`src/rtl/mips_pkg.sv`:
```
// Shared constants for the MIPS core: PC width, boot vector and instruction size.
package mips_pkg;

  localparam int                   PC_WIDTH        = 32;
  localparam logic [PC_WIDTH-1:0]  PC_RESET_VECTOR = 32'h0000_0000;
  localparam int                   INSTR_BYTES     = 4;

  // A PC is misaligned when it does not point at a word boundary.
  function automatic logic is_misaligned(input logic [1:0] low_bits);
    return low_bits != 2'b00;
  endfunction

endpackage

```
`src/rtl/pc_register_dff_en_rst.sv`:
```
// Generic register with synchronous active-high reset and load enable.
module dff_en_rst #(
  parameter int               WIDTH   = 32,
  parameter logic [WIDTH-1:0] RST_VAL = '0
) (
  input  logic             clk,
  input  logic             srst,
  input  logic             en,
  input  logic [WIDTH-1:0] d,
  output logic [WIDTH-1:0] q
);

  logic [WIDTH-1:0] q_q;
  logic [WIDTH-1:0] q_d;

  always_comb begin
    q_d = q_q;
    if (en) begin
      q_d = d;
    end
  end

  // Reset wins over the enable, so a reset during a hold still takes effect.
  always_ff @(posedge clk) begin
    if (srst) begin
      q_q <= RST_VAL;
    end else begin
      q_q <= q_d;
    end
  end

  assign q = q_q;

endmodule

```
`src/rtl/pc_register.sv`:
```
// IF-stage program counter with stall hold, boot-vector reset and PC+4 output.
// Build option PC_ALIGN_FORCE_EN: force loaded PCs to word alignment.
module pc_register
  import mips_pkg::*;
#(
  parameter int               WIDTH        = PC_WIDTH,
  parameter logic [WIDTH-1:0] RESET_VECTOR = WIDTH'(PC_RESET_VECTOR)
) (
  input  logic             Clk,
  input  logic             Reset,
  input  logic             Stall,
  input  logic [WIDTH-1:0] In,
  output logic [WIDTH-1:0] Out,
  output logic [WIDTH-1:0] OutPlus4,
  output logic             Misaligned
);

  localparam logic RESET_MIS = (RESET_VECTOR[1:0] != 2'b00);

  logic [WIDTH-1:0] load_pc;
  logic             load_mis;
  logic [WIDTH:0]   state_d;
  logic [WIDTH:0]   state_q;

  always_comb begin
    load_mis = is_misaligned(In[1:0]);
`ifdef PC_ALIGN_FORCE_EN
    // The flag keeps reporting the raw request even though the PC is aligned.
    load_pc      = In;
    load_pc[1:0] = 2'b00;
`else
    load_pc = In;
`endif
    state_d = {load_mis, load_pc};
  end

  // The flag rides in the same register as the PC so both move together.
  dff_en_rst #(
    .WIDTH   (WIDTH + 1),
    .RST_VAL ({RESET_MIS, RESET_VECTOR})
  ) u_pc_q (
    .clk  (Clk),
    .srst (Reset),
    .en   (~Stall),
    .d    (state_d),
    .q    (state_q)
  );

  assign Out        = state_q[WIDTH-1:0];
  assign Misaligned = state_q[WIDTH];
  assign OutPlus4   = state_q[WIDTH-1:0] + WIDTH'(INSTR_BYTES);

endmodule

```
`config.mk`:
```
export PLATFORM = sky130hd
export DESIGN_NAME = pc_register
export DESIGN_NICKNAME = d
export VERILOG_FILES = /design/src/rtl/mips_pkg.sv /design/src/rtl/pc_register_dff_en_rst.sv /design/src/rtl/pc_register.sv
export SDC_FILE = /design/constraint.sdc
export NUM_CORES = 1
export LEC_CHECK = 0
export BUFFER_PORTS_ARGS = -buffer_cell sky130_fd_sc_hd__buf_2
export CORE_MARGIN = 3
export CORE_UTILIZATION = 44
export CTS_BUF_LIST = sky130_fd_sc_hd__clkbuf_4 sky130_fd_sc_hd__clkbuf_8 sky130_fd_sc_hd__clkbuf_16
export DETAILED_ROUTE_END_ITERATION = 8
export HOLD_SLACK_MARGIN = 0.15
export MAX_ROUTING_LAYER = met4
export PLACE_DENSITY_LB_ADDON = 0.05
export RECOVER_POWER = 25
export SLEW_MARGIN = 0
export SYNTH_ARGS = -nofsm -noshare
export SYNTH_HDL_FRONTEND = slang
export SYNTH_SLANG_ARGS = --single-unit
```
`constraint.sdc`:
```
create_clock -name Clk -period 1.83 [get_ports Clk]
set_clock_uncertainty 0.2 [all_clocks]
set_input_delay 0.0915 -clock Clk [delete_from_list [all_inputs] [get_ports Clk]]
set_output_delay 0.0915 -clock Clk [all_outputs]
set_load 0.02 [all_outputs]
```
==> results.json, run 1 <==
{
  "synthArstFlopShare_pct": 0,
  "syn_area_um2": 1790,
  "place_congestion": 0.785,
  "yosysTopAreaCell": "dfxtp_1",
  "worst-ep-kind": "primary output",
  "start_util_pct": 47.0,
  "synthCells": 197,
  "fp.dieW_um": 69.7,
  "die_y_um": 69.7,
  "htreeDepth": 2,
  "synth_ff_type": "dfxtp_1",
  "cts.sinks": 33,
  "std_cell_rows": 22,
  "synth-edff-count": 0,
  "synth_area_leaders": "dfxtp_1, mux2i_1, xnor2_1, nor2_1, xor2_1",
  "synth_cell_types": 25,
  "grt_max_degree": 23,
  "cts-buffers-inserted": 5,
  "portBuffers": 99,
  "clockRootBuffer": "clkbuf_8",
  "yosysSeqAreaShare_pct": 37.0,
  "yosys-top-cells-count": "nor2_1, dfxtp_1, mux2i_1, xnor2_1, nand2_1",
  "preCtsSetupSlack_ns": -0.0372,
  "avgSynthCellArea_um2": 9.07,
  "outcome": "did not finish",
  "synth.most_common_cell": "nor2_1",
  "synth_top_area_share_pct": 37.0,
  "syn_nets": 233,
  "yosysWarningCount": 0,
  "crit_endpoint": "OutPlus4[28]",
  "cts_buffer_depth": 2,
  "pin_count": 100,
  "ys_ff_latch": 33,
  "failed_stage": "global routing",
  "hpwl_um": 3830,
  "firstError": "[ERROR DPL-0038] Utilization greater than 100%, impossible to legalize"
}
==> kinds of logic after synthesis <==
kind of cell	after synthesis	share of synthesized area, %
xor+xnor	28	13.7
flops	33	37.0
simple gates	88	26.8
mux	32	17.9
compound gates	1	0.280
fa+ha+maj	1	0.700
buf+inv	14	3.57
==> metrics by stage <==
stage / instances / utilization (%) / setup TNS [ns] / instance area [um^2] / hold slack [ns]
CTS: 442 / 95.8 / -3.77 / 3640 / 0.165
floorplan: 197 / - / -0.00238 / 1890 / 0.0353
global placement: 361 / 69.1 / -0.00640 / 2630 / 0.120
detailed placement: 361 / 69.1 / -0.0958 / 2630 / 0.130
==> timing repair <==
item / 4_1_cts
pin swaps: 19
setup buffers: 10
endpoints found under the setup margin: 24
cloned: 0
hold endpoints to repair: 33
hold buffers: 65
gates resized for setup: 55
==> run 2: changes to the inputs <==
CORE_UTILIZATION = 33   (was 44)
CTS_BUF_LIST = not set   (was sky130_fd_sc_hd__clkbuf_4 sky130_fd_sc_hd__clkbuf_8 sky130_fd_sc_hd__clkbuf_16)
HOLD_SLACK_MARGIN = not set   (was 0.15)
MAX_ROUTING_LAYER = not set   (was met4)
PLACE_DENSITY_LB_ADDON = 0.15   (was 0.05)
==> run 2 against run 1 <==
The flow now finishes, with violations (setup timing). Area after synthesis stayed put. Synthesized cell count unchanged.
==> results.json, run 2 <==
{
  "drcViolationCount": 0,
  "crit_arrival_ns": 1.81,
  "dieArea_um2": 6330,
  "synth_ff_type": "dfxtp_1",
  "largest_register_ffs": 33,
  "setup_violations": 24,
  "powerDensity_nw_per_um2": 567,
  "synthArstFlopShare_pct": 0,
  "rsz0062_at_grt": "yes",
  "placed_cell_area_um2": 2660,
  "top_layer_used": "met4",
  "holdWs_ns": 0.107,
  "finalCriticalPeriod_ns": 2.10,
  "yosysTopAreaCell": "dfxtp_1",
  "std_cell_rows": 26,
  "final_common_cell": "buf_2",
  "first_global_vias": 1970,
  "cts_tree": "done",
  "ir_drop_uv": 343,
  "cts-buffers-inserted": 5,
  "grt_usage_pct": 18.4,
  "violations": "setup timing",
  "finalMaxSlewViolations": 0,
  "path_clk_slew_ns": 0.07,
  "vias": 2054,
  "antenna_left": 0,
  "p_leak_uw": 0.00192,
  "fin_cells": 450,
  "first_pass_iters": 4,
  "synth_top_area_share_pct": 37.0,
  "design_area_um2": 3640,
  "cts.sinks": 33,
  "fill_cells": 382,
  "synth_area_leaders": "dfxtp_1, mux2i_1, xnor2_1, nor2_1, xor2_1",
  "dr.first_iter.drc_count": 45,
  "antenna_found_initial": 0,
  "yosysSeqAreaShare_pct": 37.0,
  "synth.most_common_cell": "nor2_1",
  "min_path_type": "in -> reg",
  "synth_cell_types": 25,
  "hold_depth": 2,
  "worst_pin_slew_ns": 0.628,
  "outcome": "finished with violations",
  "ys_ff_latch": 33,
  "grt_overflow": 0,
  "endpoint_kind": "output pin",
  "syn_area_um2": 1790,
  "synth-edff-count": 0,
  "yosys-top-cells-count": "nor2_1, dfxtp_1, mux2i_1, xnor2_1, nand2_1",
  "start_util_pct": 34.5,
  "fp.dieW_um": 79.6,
  "grt_pass1_wl_um": 9210,
  "insertion_delay_ns": 0.28,
  "portBuffers": 99,
  "final_cell_mix": "buf_2, buf_4, nor2_1, mux2i_1, dlygate4sd3_1",
  "drive_gt1_share_pct": 58.2,
  "fin_crit_sh_pct": 115,
  "coreArea_um2": 5170,
  "cts_buffer_depth": 2,
  "pin_count": 100,
  "wl_per_cell_um": 13.2,
  "clockRootBuffer": "clkbuf_8",
  "grt_max_degree": 35,
  "syn_to_final_growth_pct": 104,
  "fmax_mhz": 475,
  "routed-wl-met3_um": 314,
  "met1_length_um": 2420,
  "met2WireLength_um": 3120,
  "syn_nets": 233,
  "synthCells": 197,
  "finalWirelength_um": 5950,
  "nNetsFinal": 415,
  "fin_ws_ns": -0.275,
  "hpwl_um": 3750,
  "cp_max_fo": 5,
  "avgSynthCellArea_um2": 9.07,
  "place_congestion": 0.805,
  "crit_type": "reg -> out",
  "finalHoldViolCount": 0,
  "reg2reg_depth": 4,
  "worstPathRequired_ns": 1.54,
  "die_y_um": 79.6,
  "dp.cells": 385,
  "max_slew_margin_pct": 58.1,
  "insertedDiodeCount": 0,
  "max-cap-violations": 0,
  "routed_via_density": 4.56,
  "htreeDepth": 2,
  "yosysWarningCount": 0,
  "critPathLaunchType": "flip-flop"
}
-- run 2: cell counts after synthesis --
Identical to the previous run, type by type.
-- run 2: path summary, 6_finish.rpt --
| kind | from | to | slack, ns |
|---|---|---|---|
| hold reg to reg | u_pc_q.q[32] | u_pc_q.q[32] | 0.29 |
| setup / recovery | u_pc_q.q[2] | OutPlus4[29] | -0.27 |
| hold / removal | Reset | u_pc_q.q[0] | 0.11 |
| setup reg to reg | u_pc_q.q[11] | u_pc_q.q[11] | 0.71 |
-- run 2: kinds of logic after synthesis --
logic type / share of synthesized area, %
simple gates: 26.8
flops: 37.0
mux: 17.9
fa+ha+maj: 0.700
buf+inv: 3.57
xor+xnor: 13.7
compound gates: 0.280
-- run 2: metrics by stage --
stage	utilization (%)	TNS (ns)	power (uW)	worst slack [ns]
after floorplan	-	-0.00238	1080	-0.00191
after global placement	51.3	-0.0183	1260	-0.0183
after detailed placement	51.3	-0.114	1260	-0.0782
after CTS	64.7	-3.85	2060	-0.327
after global routing	70.3	-6.21	2150	-0.371
final	70.3	-4.27	2060	-0.275
-- run 2: critical path: stages, from the launching register on --
cell and delay (ns):
dfxtp_4 0.38, buf_6 0.11, and4_4 0.23, nand4_4 0.14, buf_4 0.19, nor4_4 0.17
xor2_2 0.17, buf_6 0.13
-- run 2: cell type report --
class	instances	area [um^2]	share of cell area (%)
multi-input cells	150	1370	37.8
repair buffers	185	1350	37.0
flip-flops and latches	33	696	19.1
well taps	70	87.6	2.41
clock buffers	6	82.6	2.27
clock inverters	2	37.5	1.03
inverters	4	15.0	0.413
-- run 2: power by group --
group          switching, uW  internal, uW
Sequential              45.4           763
Combinational            274           261
Clock                    279           443
-- run 2: repair_timing --
item | in CTS | in global routing
pin swaps | 20 | 22
gates cloned | 0 | 0
endpoints found under the setup margin | 23 | 25
hold endpoints to repair | 33 | 0
buffers inserted | 7 | 19
hold buffers | 32 | 0
resized for setup | 53 | 35
-- run 2: routing by layer --
metal	vias to the layer above	GRT usage, %
li1	1039	-
met1	939	22.1
met2	65	31.7
met3	11	3.95
met4	0	7.04
met5	-	0
(Power assumes the default switching activity.)
